===== src/rtl/reset_seq_pkg.sv =====
// Shared definitions for the reset sequencer: FSM state encoding, reset
// cause codes and a counter-width helper.
package reset_seq_pkg;

  typedef enum logic [1:0] {
    ST_ASSERT  = 2'd0,
    ST_RELEASE = 2'd1,
    ST_RUN     = 2'd2
  } state_t;

  typedef logic [1:0] cause_t;

  localparam cause_t CAUSE_POWER  = 2'b01;
  localparam cause_t CAUSE_BUTTON = 2'b10;
  localparam cause_t CAUSE_SW     = 2'b11;

  // Bits needed to hold the values 0..n-1, never less than one bit.
  function automatic int unsigned cnt_width(input int unsigned n);
    return (n <= 1) ? 1 : $clog2(n);
  endfunction

endpackage


===== src/rtl/button_debounce.sv =====
// Push-button conditioner: two-flop synchroniser followed by a stable-count
// filter. The output follows the synchronised input only after the two have
// differed for DEBOUNCE_CYCLES consecutive cycles; any bounce restarts the count.
// Ports:
//   clk    - system clock
//   reset  - asynchronous active-high reset (output and synchroniser go to 1)
//   din_n  - raw active-low button, asynchronous to clk
//   dout_n - debounced active-low button
module button_debounce
  import reset_seq_pkg::*;
#(
  parameter int unsigned DEBOUNCE_CYCLES = 50000
) (
  input  logic clk,
  input  logic reset,
  input  logic din_n,
  output logic dout_n
);

  localparam int unsigned CW = cnt_width(DEBOUNCE_CYCLES);
  localparam logic [CW-1:0] CNT_LAST = CW'(DEBOUNCE_CYCLES - 1);

  logic          sync1;
  logic          sync2;
  logic [CW-1:0] cnt;

  always_ff @(posedge clk or posedge reset) begin
    if (reset) begin
      sync1  <= 1'b1;
      sync2  <= 1'b1;
      dout_n <= 1'b1;
      cnt    <= '0;
    end else begin
      sync1 <= din_n;
      sync2 <= sync1;
      if (sync2 == dout_n) begin
        cnt <= '0;
      end else if (cnt == CNT_LAST) begin
        dout_n <= sync2;
        cnt    <= '0;
      end else begin
        cnt <= cnt + 1'b1;
      end
    end
  end

endmodule


===== src/rtl/reset_sequencer.sv =====
// Staged SoC reset generator. All reset_n_out bits assert together and are
// released one at a time (bit 0 first) after a hold period. Triggers are the
// asynchronous power/PLL reset, a debounced push-button and a one-cycle
// software request. The cause of the last reset is kept for software.
// Ports:
//   clk            - system clock
//   reset          - asynchronous active-high power/PLL reset
//   reset_button_n - raw active-low board button
//   sw_reset_req   - one-cycle software reset request (clk domain)
//   reset_n_out    - per-stage active-low resets, bit 0 released first
//   seq_done       - high once every stage is released
//   reset_cause    - 01 power, 10 button, 11 software (sticky)
module reset_sequencer
  import reset_seq_pkg::*;
#(
  parameter int unsigned NUM_STAGES      = 3,
  parameter int unsigned HOLD_CYCLES     = 64,
  parameter int unsigned STAGE_GAP       = 16,
  parameter int unsigned DEBOUNCE_CYCLES = 50000
) (
  input  logic                  clk,
  input  logic                  reset,
  input  logic                  reset_button_n,
  input  logic                  sw_reset_req,
  output logic [NUM_STAGES-1:0] reset_n_out,
  output logic                  seq_done,
  output logic [1:0]            reset_cause
);

  localparam int unsigned CNT_W = cnt_width(HOLD_CYCLES);
  localparam int unsigned GAP_W = cnt_width(STAGE_GAP);
  localparam int unsigned STG_W = cnt_width(NUM_STAGES + 1);

  localparam logic [CNT_W-1:0] CNT_LAST = CNT_W'(HOLD_CYCLES - 1);
  localparam logic [GAP_W-1:0] GAP_LAST = GAP_W'(STAGE_GAP - 1);
  localparam logic [STG_W-1:0] STG_LAST = STG_W'(NUM_STAGES - 1);

  state_t                state_q, state_d;
  logic [CNT_W-1:0]      cnt_q, cnt_d;
  logic [GAP_W-1:0]      gap_q, gap_d;
  logic [STG_W-1:0]      stg_q, stg_d;
  logic [NUM_STAGES-1:0] out_q, out_d;
  logic                  done_q, done_d;
  cause_t                cause_q, cause_d;

  logic [1:0] rst_sync;
  logic       run_ok;
  logic       btn_n;
  logic       btn_trig;
  logic       any_trig;

  // Reset assertion acts immediately; the hold count only starts once the
  // release has passed through two flops.
  always_ff @(posedge clk or posedge reset) begin
    if (reset) begin
      rst_sync <= '0;
    end else begin
      rst_sync <= {rst_sync[0], 1'b1};
    end
  end

  assign run_ok = rst_sync[1];

  button_debounce #(
    .DEBOUNCE_CYCLES(DEBOUNCE_CYCLES)
  ) u_button_debounce (
    .clk   (clk),
    .reset (reset),
    .din_n (reset_button_n),
    .dout_n(btn_n)
  );

  assign btn_trig = ~btn_n;
  assign any_trig = btn_trig | sw_reset_req;

  always_comb begin
    state_d = state_q;
    cnt_d   = cnt_q;
    gap_d   = gap_q;
    stg_d   = stg_q;
    out_d   = out_q;
    done_d  = done_q;
    cause_d = cause_q;

    case (state_q)
      ST_ASSERT: begin
        out_d  = '0;
        done_d = 1'b0;
        if (btn_trig || !run_ok) begin
          cnt_d = '0;
        end else if (cnt_q == CNT_LAST) begin
          cnt_d = '0;
          if (NUM_STAGES == 1) begin
            state_d = ST_RUN;
            out_d   = '1;
            done_d  = 1'b1;
          end else begin
            state_d = ST_RELEASE;
            out_d   = NUM_STAGES'(1);
            stg_d   = STG_W'(1);
            gap_d   = '0;
          end
        end else begin
          cnt_d = cnt_q + 1'b1;
        end
      end

      ST_RELEASE: begin
        if (any_trig) begin
          state_d = ST_ASSERT;
          cnt_d   = '0;
          out_d   = '0;
          done_d  = 1'b0;
          cause_d = btn_trig ? CAUSE_BUTTON : CAUSE_SW;
        end else if (gap_q == GAP_LAST) begin
          gap_d = '0;
          stg_d = stg_q + 1'b1;
          for (int unsigned i = 0; i < NUM_STAGES; i++) begin
            if (STG_W'(i) == stg_q) begin
              out_d[i] = 1'b1;
            end
          end
          if (stg_q == STG_LAST) begin
            state_d = ST_RUN;
            done_d  = 1'b1;
          end
        end else begin
          gap_d = gap_q + 1'b1;
        end
      end

      ST_RUN: begin
        if (any_trig) begin
          state_d = ST_ASSERT;
          cnt_d   = '0;
          out_d   = '0;
          done_d  = 1'b0;
          cause_d = btn_trig ? CAUSE_BUTTON : CAUSE_SW;
        end
      end

      default: begin
        state_d = ST_ASSERT;
        cnt_d   = '0;
        out_d   = '0;
        done_d  = 1'b0;
      end
    endcase
  end

  always_ff @(posedge clk or posedge reset) begin
    if (reset) begin
      state_q <= ST_ASSERT;
      cnt_q   <= '0;
      gap_q   <= '0;
      stg_q   <= '0;
      out_q   <= '0;
      done_q  <= 1'b0;
      cause_q <= CAUSE_POWER;
    end else begin
      state_q <= state_d;
      cnt_q   <= cnt_d;
      gap_q   <= gap_d;
      stg_q   <= stg_d;
      out_q   <= out_d;
      done_q  <= done_d;
      cause_q <= cause_d;
    end
  end

  assign reset_n_out = out_q;
  assign seq_done    = done_q;
  assign reset_cause = cause_q;

endmodule

===== config.mk =====
export PLATFORM = sky130hd
export DESIGN_NAME = reset_sequencer
export DESIGN_NICKNAME = d
export VERILOG_FILES = /design/src/rtl/reset_seq_pkg.sv /design/src/rtl/button_debounce.sv /design/src/rtl/reset_sequencer.sv
export SDC_FILE = /design/constraint.sdc
export NUM_CORES = 1
export LEC_CHECK = 0
export BUFFER_PORTS_ARGS = -buffer_cell sky130_fd_sc_hd__buf_4
export CORE_MARGIN = 5
export CORE_UTILIZATION = 54
export DETAILED_ROUTE_END_ITERATION = 12
export GPL_TIMING_DRIVEN = 1
export PLACE_DENSITY = 0.8
export SYNTH_ARGS = -nofsm -noshare
export SYNTH_HDL_FRONTEND = slang
export SYNTH_SLANG_ARGS = --single-unit

===== constraint.sdc =====
create_clock -name clk -period 1.6 [get_ports clk]
set_input_delay 0.32 -clock clk [delete_from_list [all_inputs] [get_ports clk]]
set_output_delay 0.32 -clock clk [all_outputs]
set_load 0.005 [all_outputs]

; ---- Word level (Yosys, flattened, before mapping)
; Index checks and enable logic that the tools add are counted.
[op_classes]
mux = 36
add_sub_neg = 4
n_reduce_logical = 15
n_bitwise = 3
eq_ne = 20
[ops]
columns = operator, n
row1 = 16-bit 2-to-1 mux, 2
row2 = 6-bit 2-to-1 mux, 3
row3 = 16-bit by 1-bit adder with 16-bit output (second input constant), 1
row4 = 16-bit equality test (second input constant), 1
row5 = 2-bit 2-to-1 mux, 8
row6 = 4-bit 2-to-1 mux, 4
row7 = 3-bit inequality test (second input constant), 5
row8 = 6-bit one-hot mux with 2 select lines, 1
row9 = 3-bit AND reduction, 4
row10 = 1-bit 2-to-1 mux, 10
row11 = 2-bit inequality test (second input constant), 5
row12 = 5-bit AND reduction, 2
row13 = 3-bit 2-to-1 mux, 3
row14 = 3-bit one-hot mux with 3 select lines, 1
row15 = 4-bit one-hot mux with 2 select lines, 1
row16 = 6-bit by 1-bit adder with 6-bit output (second input constant), 1
row17 = 6-bit equality test (second input constant), 1
row18 = 2-bit one-hot mux with 3 select lines, 1
row19 = 4-bit by 1-bit adder with 4-bit output (second input constant), 1
row20 = 2-bit equality test (second input constant), 2
row21 = 4-bit equality test (second input constant), 1
row22 = 2-bit logical NOT, 2
row23 = 2-bit one-hot mux with 2 select lines, 1
row24 = 2-bit AND reduction, 2
row25 = other kinds (14), 15
[totals]
wordCells = 92
reg_bits = 41
out_inout_bits = 6
inputBits = 4

; ---- Logic depth before layout (Yosys ltp)
; Gate-level depths: netlist (run 1).
[logic_depth]
word_depth = 5
ltp_mapped = 7
mapped_depth_nobuf = 6

; ---- Modules after synthesis
; Synthesis (run 1) repeated with hierarchy kept, for this count alone.
[hier_totals]
hier_cells = 212
hier_area_um2 = 2192.1
[by_module_without_submodules]
columns = module, area_per_inst_um2, instances, cells_per_inst, seq_area_each_um2
row1 = reset_sequencer, 1206.2, 1, 125, 551.8
row2 = button_debounce, 985.9, 1, 87, 479.2

; ---- Worst setup path before layout (run 1)
; Ideal clock, no wire load.
[synth_path]
path_kind = register -> register
from = reg u_button_debounce.dout_n
to = reg stg_q[0]
setup_time_ps = 128
required_time_ps = 1472
n_path_buf = 1
arrival_ps = 1569
slack_ps = -97
path_stages_with_launch = 6
path_cell_list = dfstp_2 > buf_2 > nand2_1 > o31ai_4 > nand3_1 > mux2_1
[synth_via]
elab_chain_len = 4
word_cells_on_any_way = 6
cone_classes = 2 x eq/ne / 2 x bitwise / 2 x reduce/logical
[synth_lines]
columns = item, line_no
row1 = "start, declared", button_debounce.sv:17  ; output logic dout_n
row2 = "start signal, assigned", button_debounce.sv:39  ; dout_n <= sync2;
row3 = 1-bit inverter *, reset_sequencer.sv:73  ; assign btn_trig = ~btn_n;
row4 = 1-bit OR or 1-bit logical OR (tied branches), "reset_sequencer.sv:74, reset_sequencer.sv:89"
row5 = 2-bit inequality test (no source line), -
row6 = 5-bit AND reduction (no source line) *, -
row7 = "end signal, assigned", reset_sequencer.sv:164  ; stg_q <= stg_d;
row8 = "end, declared", reset_sequencer.sv:41  ; logic [STG_W-1:0] stg_q, stg_d;
; Mark *: on every way between the ends. The rest lies on a longest branch, timed or not.
; A chain may end at the register's enable or synchronous reset.

; ---- Worst setup path in the final report (run 1)
[layout_path]
from = reg state_q[1]
to = reg cnt_q[3]
[layout_via]
elab_chain_len = 3
word_cells_on_any_way = 6
cone_classes = 3 x eq/ne / 1 x mux / 2 x reduce/logical
[layout_lines]
columns = item, line_no
row1 = "start, declared", reset_sequencer.sv:38  ; state_t state_q, state_d;
row2 = "start signal, assigned", reset_sequencer.sv:161  ; state_q <= state_d;
row3 = 2-bit equality test or 2-bit by 1-bit equality test with 1-bit output (tied branches), reset_sequencer.sv:85  ; case (state_q)
row4 = 2-bit OR reduction (no source line), -
row5 = 6-bit one-hot mux with 2 select lines or 2-bit by 1-bit inequality test with 1-bit output (tied branches), -
row6 = "end signal, assigned", reset_sequencer.sv:162  ; cnt_q <= cnt_d;
row7 = "end, declared", reset_sequencer.sv:39  ; logic [CNT_W-1:0] cnt_q, cnt_d;
; Several ways; a longest one is shown, not always the timed one.

==> results of run 1 <==
[synthesized netlist by cell type, types with 2 or more instances]
cell / n / area share [%]
dfstp_2: 4 / 5.1
a21oi_1: 12 / 2.9
or3_1: 2 / 0.61
nor2_1: 23 / 4.2
o21ai_1: 4 / 0.97
dfrtp_1: 37 / 45
a21o_1: 4 / 1.5
nor3_1: 7 / 1.7
nand4_1: 7 / 2.1
and3_1: 2 / 0.61
nand2b_1: 2 / 0.61
nor4_1: 3 / 0.91
xor2_1: 4 / 1.7
clkbuf_1: 3 / 0.55
o31a_1: 2 / 0.85
xnor2_1: 9 / 3.8
nand3_1: 12 / 2.9
nand2_1: 18 / 3.3
nor4b_1: 2 / 0.85
and3b_1: 2 / 0.85
ha_1: 9 / 5.5
o21ai_0: 8 / 1.9
inv_1: 9 / 1.6
[cell families (layout without fill, tap and decap cells)]
| logic type | after synthesis | in the layout | synth area share [%] |
|---|---|---|---|
| AND/OR/NAND/NOR | 90 | 90 | 22.61 |
| flip-flops | 41 | 41 | 50.09 |
| AO/OA/AOI/OAI | 38 | 38 | 11.92 |
| buffers and inverters | 14 | 57 | 2.613 |
| XOR/XNOR | 13 | 13 | 5.532 |
| adder cells (fa/ha/maj) | 9 | 9 | 5.471 |
| multiplexers | 3 | 3 | 1.580 |
| other | 1 | 1 | 0.1822 |
[routing by layer]
metal	share of wire (%)	up-vias	routed length (um)	GRT usage [%]
li1	-	814	-	-
met1	50	753	1949	23.10
met2	46	17	1789	27.86
met3	2.4	4	95	5.470
met4	1.3	0	51	5.010
met5	0	-	0	0
[critical path: cells and delay by family, from the launching register on]
| kind | cells | cell delay, ns |
|---|---|---|
| AO/OA/AOI/OAI | 2 | 0.21 |
| adder cells (fa/ha/maj) | 1 | 0.21 |
| buffers and inverters | 1 | 0.09 |
| flip-flops | 1 | 0.42 |
| AND/OR/NAND/NOR | 2 | 0.59 |
[path summary, 6_finish.rpt]
| kind | cells past startpoint | from | end | slack, ns |
|---|---|---|---|---|
| max | 6 | state_q[1]$_DFFE_PP0P_ | cnt_q[3]$_DFFE_PP0P_ | 0.02 |
| min | 3 | reset | seq_done$_DFFE_PP0P_ | 0.09 |
| max reg2reg | 6 | state_q[1]$_DFFE_PP0P_ | cnt_q[3]$_DFFE_PP0P_ | 0.02 |
| min reg2reg | 0 | u_button_debounce.sync1$_DFF_PP1_ | u_button_debounce.sync2$_DFF_PP1_ | 0.36 |
| max in group asynchronous | 3 | reset | u_button_debounce.sync2$_DFF_PP1_ | 1.26 |
| min in group clk | 1 | reset_button_n | u_button_debounce.sync1$_DFF_PP1_ | 0.13 |
[cell type report]
type / count / area (um^2)
clock buffers: 7 / 86.33
clock inverters: 1 / 30.03
fillers: 290 / 1102
inverters: 10 / 37.54
multi-input cells: 154 / 1036
flip-flops and latches: 41 / 1031
well taps: 48 / 60.06
repair buffers: 39 / 305.3
[registers in the layout (all words and copies together), names as in the netlist, 2 cells and up]
signal and count:
cnt_q 6, gap_q 4, reset_cause 2, reset_n_out 3
rst_sync 2, state_q 2, stg_q 2, u_button_debounce.cnt 16
[layout by cell type (no fill, tap or decap), types with 6 or more instances in the layout]
cell and n:
buf_4 38, dfrtp_1 37, nor2_1 23, nand2_1 15
nand3_1 11, a21oi_1 9, xnor2_1 9, o21ai_0 8
ha_1 8, nand4_1 7, inv_1 7, nor3_1 7
clkbuf_8 6
[where the power goes]
group	switching [mW]	internal (mW)	leakage, nW	total (mW)
logic	0.0356	0.0226	0.581	0.0581
registers	0.00711	1.05	0.546	1.06
clock network	0.338	0.508	0.0585	0.846
[timing repair]
action | 4_1_cts | 5_1_grt
resized for setup | 2 | 11
pin swaps | 0 | 3
setup endpoints to repair | 1 | 14
hold buffers | 0 | 0
cloned | 0 | 0
buffers inserted | 0 | 4
==> flow_summary.toml, run 1 <==
[routing]
ant_nets = 0
post-route-drc-count = 0
routed_via_density = 5.293
drt_iter0_markers = 88
firstDrtPassIters = 4
avgRoutedWirePerCell_um = 12.95
routed_wirelength_um = 3886
vias = 1588

[placement]
postPlaceCellArea_mm2 = 0.002397
io_buffers = 9
place_congestion = 0.8751
place_inst = 288
place_ws_ns = -0.01830
dp_hpwl_um = 2884

[grt]
track_usage_pct = 17.53
overflow = 0
grt_pass1_vias = 1577
grt_max_degree = 42
grt_pass1_wl_um = 7038
antenna_found_initial = 0

[synth]
synth_flop_cell = "dfrtp_1"
syn_nets = 222
synth_edf_count = 0
synth-async-reset-ratio_pct = 100.0
ys_seq_area_share_pct = 50.09
yosys_warnings = 0
ys_seq_elements = 41
syn_inst = 209
avgSynthCellArea_um2 = 9.848
synth_area_mm2 = 0.002058
ys_types = 47

[clock_network]
cts_sinks = 41
cts.clk_slew.worst_paths_ns = 0.07
cts_max_level = 2
cts_buffers = 5
cts_tree = "built"
clock_latency_ns = 0.29
clock-root-buffer = "clkbuf_8"
clockBufferDepth = 2

[floorplan]
num_rows = 22
core_region_area_mm2 = 0.003689
io_pins = 10
die-area_mm2 = 0.005146
initial_utilization_pct = 55.80
die_w_um = 71.74
die_y_um = 71.74

[timing]
fin_worst_skew_ns = 0.002755
holdWs_ns = 0.08646
finalHoldViolCount = 0
rsz0062_at_grt = "true"
setup_violations = 0
min_period_ns = 1.582
post-route-period-util_pct = 98.89
setup_slack_ns = 0.01769
fmax_mhz = 632.0
slew_violations = 0
fin_tns_setup_ns = 0

[worst_setup_path]
critPathCaptureType = "flop"
crit_chain = "inv_2, ha_4, and3b_2, or3_1, a21oi_2, a21o_1"
crit_slowest_cell = "dfrtp_1"
cp-start-kind = "flop"
worstPathMaxFanout = 6
cp_data_required_time_ns = 1.83
slowest_delay_ns = 0.42
critPathKind = "flop to flop"
critPathArrivalTime_ns = 1.82

[layout]
fin_area_mm2 = 0.002586
fin_nets = 264
fin_cells = 300
fin_util_pct = 70.12
num_antenna_cells = 0
area_growth_pct = 25.65
drive_gt1_share_pct = 28.57

[power_and_ir_drop]
power_leakage_nw = 1.186
p_per_area_mw_per_mm2 = 758.1
p_total_mw = 1.961
max-vdd-ir-drop_uv = 838.0

[job]
cap_violations = 0

[run_status]
outcome = "complete, no violations"

[min_path]
min_path_type = "input port to asynchronous set/reset pin"
Power figures use the tool's default switching activity.
==> run 2, diff against run 1 <==
--- a/config.mk
+++ b/config.mk
@@ -7,10 +7,11 @@
 export LEC_CHECK = 0
 export BUFFER_PORTS_ARGS = -buffer_cell sky130_fd_sc_hd__buf_4
 export CORE_MARGIN = 5
-export CORE_UTILIZATION = 54
+export CORE_UTILIZATION = 55
 export DETAILED_ROUTE_END_ITERATION = 12
 export GPL_TIMING_DRIVEN = 1
-export PLACE_DENSITY = 0.8
+export PLACE_DENSITY = 0.81
 export SYNTH_ARGS = -nofsm -noshare
 export SYNTH_HDL_FRONTEND = slang
+export SYNTH_HIERARCHICAL = 1
 export SYNTH_SLANG_ARGS = --single-unit
==> flow_summary.toml, run 2 <==
[clock_network]
cts_max_level = 2
clockBufferDepth = 2
cts_buffers = 5
cts_sinks = 41
clock-root-buffer = "clkbuf_8"
holdBufCountCts = 0
cts_tree = "built"
clock_latency_ns = 0.30
cts.clk_slew.worst_paths_ns = 0.09

[power_and_ir_drop]
p_sw_share_pct = 20.20
power_leakage_nw = 1.150
pwr-share-clk_pct = 47.5
p_per_area_mw_per_mm2 = 807.2
p_sw_uw = 429.3
max-vdd-ir-drop_uv = 713.8
p_int_mw = 1.696
p_total_mw = 2.125
power_frac_comb_pct = 2.6
p_seq_share_pct = 49.9

[synth]
synth.most_common_cell = "dfrtp_1"
synth_area_mm2 = 0.002192
synth_commonest_cells = "dfrtp_1 (37), nor2_1 (19), nand2_1 (14), inv_1 (12), xnor2_1 (10)"
synth_area_leaders = "dfrtp_1 (42%), ha_1 (5.1%), dfstp_2 (4.8%), xnor2_1 (4.0%), nor2_1 (3.3%)"
synth_top_area_cell = "dfrtp_1"
synth-async-reset-ratio_pct = 100.0
synth_edf_count = 0
syn_inst = 212
avgSynthCellArea_um2 = 10.34
syn_nets = 225
ys_types = 54
yosys.area.top_type_share_pct = 42.24
ys_seq_elements = 41
synth_flop_cell = "dfrtp_1"
yosys_warnings = 6
ys_seq_area_share_pct = 47.03

[worst_setup_path]
cp-start-kind = "flop"
critPathCaptureType = "flop"
r2r_start = "cnt_q[0]$_DFFE_PP0P_"
critPathArrivalTime_ns = 1.78
reg2reg_to = "stg_q[0]$_DFFE_PP0P_"
reg2reg_slack_ns = -0.02
worstPathMaxFanout = 6
cp_data_required_time_ns = 1.76
startpoint = "cnt_q[0]$_DFFE_PP0P_"
critPathKind = "flop to flop"
ff2ff_path_depth = 5

[floorplan]
io_pins = 10
die_w_um = 73.13
core_region_area_mm2 = 0.003943
num_rows = 23
die_y_um = 73.13
initial_utilization_pct = 55.60
die-area_mm2 = 0.005348

[layout]
seq_area_mm2 = 0.001031
layout_commonest_cell = "dfrtp_1"
final_cell_mix = "dfrtp_1 (37), buf_4 (33), nor2_1 (19)"
num_antenna_cells = 0
fin_nets = 259
fill_cells = 279
area_growth_pct = 20.09
multiInputGateArea_mm2 = 0.001109
top_regs = "u_button_debounce/cnt (16), cnt_q (6), gap_q (4)"
regMostFlops = "u_button_debounce/cnt"
largest_register_ffs = 16
drive_gt1_share_pct = 29.55

[routing]
routed_wirelength_um = 4373
drt_iter0_markers = 125
routed_via_density = 5.707
ant_nets = 0
avgRoutedWirePerCell_um = 14.72
firstDrtPassIters = 4
post-route-drc-count = 0
vias = 1695

[run_status]
outcome = "finished, violations left"
violations = "setup timing"

[timing]
fin_worst_skew_ns = 0.01504
post-route-period-util_pct = 101.3
finalHoldViolCount = 0
rsz0062_at_grt = "true"
setup_violations = 2
min_period_ns = 1.621
setup_slack_ns = -0.02075
fmax_mhz = 617.0
slew_violations = 0

[grt]
overflow = 0
grt_max_degree = 20
track_usage_pct = 17.87
grt_pass1_wl_um = 7486
antenna_found_initial = 0
grt_pass1_vias = 1686

[min_path]
min_path_type = "input port to asynchronous set/reset pin"

[placement]
place_congestion = 0.9262
io_buffers = 9
place_ws_ns = -0.006023
dp_hpwl_um = 2883

[job]
cap_violations = 0
run 2: changes by cell type after synthesis, sizes merged, moves of 3 or more:
cell,delta
a21oi,-4
and3,+3
buf,+5
clkbuf,-3
nand2,-3
o21a,+4
o21ai,-4
or3,-3
xor2,+3
run 2: power by group through the flow:
stage | Sequential, mW | Clock (mW) | Combinational (mW)
2_1_floorplan | 1.08 | 0 | 0.0341
3_3_place_gp | 1.08 | 0 | 0.0554
3_5_place_dp | 1.08 | 0 | 0.0566
4_1_cts | 1.06 | 1.03 | 0.0569
5_1_grt | 1.06 | 1.09 | 0.0663
6_report | 1.06 | 1.01 | 0.0558
run 2: logic make-up (layout without fill, tap and decap cells):
logic type	count (synthesis)	after routing	share of synthesized area, %
xor gates and xnor gates	17	17	6.792
adders and majority gates	9	9	5.137
DFF	41	41	47.03
muxes	1	1	0.5137
other	1	1	0.1711
and+or+nand+nor	90	90	25.63
buffers and inverters	18	53	4.223
AOI/OAI and AO/OA	35	35	10.50
run 2: worst max-delay path: stages, from the launching register on:
cell and delay, ns:
dfrtp_1 0.37, ha_1 0.22, nand3_2 0.12, o21a_2 0.27
o41ai_1 0.34, o31ai_1 0.15
run 2: how the worst max path moves through the flow:
stage,endpoint,slack [ns],depth (start not counted)
finish,stg_q[0]$_DFFE_PP0P_,-0.02,5
global route,gap_q[2]$_DFFE_PP0P_,-0.08,6
CTS,gap_q[2]$_DFFE_PP0P_,0.01,6
detailed placement,gap_q[2]$_DFFE_PP0P_,-0.006,7
global placement,gap_q[2]$_DFFE_PP0P_,0.06,6
floorplan,gap_q[2]$_DFFE_PP0P_,0.002,7
run 2: metrics by stage:
step	hold WS (ns)	cells	TNS [ns]	util, %	cell area, um^2
finish	0.03384	297	-0.04127	66.77	2633
global route	0.06565	297	-0.2848	66.77	2633
CTS	0.03214	291	0	64.68	2550
detailed placement	0.3485	282	-0.006023	60.93	2402
global placement	0.3339	282	0	60.93	2402
floorplan	0.2689	212	0	-	2201
run 2: what timing repair did:
| action | in CTS | in global routing |
|---|---|---|
| endpoints found under the setup margin | 2 | 25 |
| pin swaps | 0 | 4 |
| setup buffers | 1 | 6 |
| resized for setup | 1 | 12 |
run 2: area by class of cell:
cell class | count | share of cell area, %
Sequential cell | 41 | 39.16
Multi-Input combinational cell | 153 | 42.11
Tap cell | 50 | 2.376
Clock buffer | 5 | 2.614
Clock inverter | 3 | 2.614
Timing Repair Buffer | 33 | 9.411
Inverter | 12 | 1.711
run 2: metal layers:
metal	GRT usage, %	vias to the layer above	part of all wire (%)
li1	-	809	-
met2	29.29	47	50
met1	21.82	821	42
met5	0	-	0
met3	5.096	18	4.3
met4	7.787	0	3.0
==> run 3, diff against run 2 <==
--- a/config.mk
+++ b/config.mk
@@ -6,6 +6,7 @@
 export NUM_CORES = 1
 export LEC_CHECK = 0
 export BUFFER_PORTS_ARGS = -buffer_cell sky130_fd_sc_hd__buf_4
+export CORE_ASPECT_RATIO = 1.5
 export CORE_MARGIN = 5
 export CORE_UTILIZATION = 55
 export DETAILED_ROUTE_END_ITERATION = 12
==> flow_summary.toml, run 3 (synthesis gave the netlist of run 2 again) <==
[clock_network]
cts_max_level = 2
cts.clk_slew.worst_paths_ns = 0.08
clockBufferDepth = 2
cts_buffers = 5
cts_sinks = 41
clock-root-buffer = "clkbuf_8"
clock_latency_ns = 0.29
cts_tree = "built"

[layout]
fin_nets = 257
area_growth_pct = 17.92
fin_cells = 289
num_antenna_cells = 0
top_regs = "u_button_debounce/cnt (16), cnt_q (6), gap_q (4)"
fin_util_pct = 66.47
drive_gt1_share_pct = 29.92
layout_commonest_cell = "dfrtp_1"
fill_cells = 303
largest_register_ffs = 16
regMostFlops = "u_button_debounce/cnt"
fin_area_mm2 = 0.002585
final_cell_mix = "dfrtp_1 (35), buf_4 (31), nor2_1 (19)"

[timing]
fin_tns_setup_ns = 0
post-route-period-util_pct = 99.03
rsz0062_at_grt = "true"
fmax_mhz = 631.1
slew_violations = 0
min_period_ns = 1.584
fin_worst_skew_ns = 0.009838
finalHoldViolCount = 0
holdWs_ns = 0.05485
setup_violations = 0

[routing]
ant_nets = 0
firstDrtPassIters = 4
routed_wirelength_um = 4430
vias = 1641
avgRoutedWirePerCell_um = 15.33
drt_iter0_markers = 65
routed_via_density = 5.678
post-route-drc-count = 0

[placement]
io_buffers = 9
postPlaceCellArea_mm2 = 0.002411
dp_hpwl_um = 3141
place_congestion = 0.9261
place_inst = 279

[grt]
grt_pass1_wl_um = 7596
track_usage_pct = 19.28
antenna_found_initial = 0
grt_max_degree = 23
busiest_layer = "met2"
met1_usage_pct = 21.84
grtUsageMet3_pct = 3.858
grt_pass1_vias = 1683
grt_util_met2_pct = 31.94
overflow = 0

[worst_setup_path]
critPathKind = "flop to flop"
crit_chain = "ha_4, buf_4, inv_1, a21boi_1, or4_4, o211ai_2"
slowest_delay_ns = 0.48
crit_slowest_cell = "or4_4"
cp-start-kind = "flop"
worstPathMaxFanout = 5
critPathArrivalTime_ns = 1.81
cp_data_required_time_ns = 1.82
critPathCaptureType = "flop"

[floorplan]
die_w_um = 61.55
core_region_area_mm2 = 0.003889
initial_utilization_pct = 56.37
io_pins = 10
die-area_mm2 = 0.005374
num_rows = 28
die_y_um = 87.32

[min_path]
min_path_type = "input port to asynchronous set/reset pin"

[run_status]
outcome = "complete, no violations"

[power_and_ir_drop]
p_per_area_mw_per_mm2 = 696.0
max-vdd-ir-drop_uv = 968.3
power_leakage_nw = 1.118

[job]
cap_violations = 0
[run 3: cell count changes in the layout (fill, tap and decap cells not counted), moves of 2 or more]
| cell | delta |
|---|---|
| ha_2 | -2 |
| ha_4 | +2 |
| dfrtp_2 | +2 |
| dfrtp_1 | -2 |
| bufinv_16 | -2 |
| buf_4 | -2 |
[run 3: through the flow]
stage	power [mW]	setup slack [ns]
3_5_place_dp	1.137	-0.007735
3_3_place_gp	1.135	0.03046
2_1_floorplan	1.113	0.002453
4_1_cts	1.818	-0.0007964
5_1_grt	1.884	-0.07534
6_report	1.799	0.01553
[run 3: worst paths after layout]
check / from / to / slack, ns / cells after the start
hold reg to reg: rst_sync[0]$_DFF_PP0_ / rst_sync[1]$_DFF_PP0_ / 0.35 / 0
hold / removal: reset / u_button_debounce/cnt[2]$_DFF_PP0_ / 0.05 / 3
min in group clk: reset_button_n / u_button_debounce/sync1$_DFF_PP1_ / 0.13 / 1
setup reg to reg: state_q[0]$_DFFE_PP0P_ / gap_q[2]$_DFFE_PP0P_ / 0.02 / 6
max in group asynchronous: reset / reset_cause[0]$_DFFE_PP1P_ / 1.24 / 3
setup / recovery: state_q[0]$_DFFE_PP0P_ / gap_q[2]$_DFFE_PP0P_ / 0.02 / 6
[run 3: area by class of cell]
type	count	area, um^2	area share [%]
inverters	12	45.04	1.742
multi-input cells	153	1131	43.76
clock buffers	7	86.33	3.340
well taps	45	56.30	2.178
repair buffers	31	232.7	9.003
flip-flops and latches	41	1033	39.98
[run 3: what timing repair did]
item	CTS	global route
hold buffers	0	0
setup endpoints to repair	1	25
gates resized for setup	1	17
setup buffers	1	2
pin swaps	0	5
hold endpoints to repair	0	0
[run 3: critical path, delay by kind of cell, from the launching register on]
family | cells | cell delay (ns)
buffers and inverters | 2 | 0.23
and+or+nand+nor | 1 | 0.48
adders and majority gates | 1 | 0.18
DFF | 1 | 0.45
AOI/OAI and AO/OA | 2 | 0.17
[run 3: metal layers]
metal | wire length [um] | part of all wire (%)
met4 | 169 | 3.8
met3 | 141 | 3.2
met5 | 0 | 0
met2 | 2373 | 54
met1 | 1745 | 39
[run 3: power by group]
part | total (mW) | internal, mW | switching [mW] | leakage (nW)
sequential | 1.06 | 1.05 | 0.0111 | 0.543
combinational | 0.0569 | 0.0191 | 0.0378 | 0.530
clock | 0.682 | 0.342 | 0.339 | 0.0443
total | 1.80 | 1.41 | 0.388 | 1.12
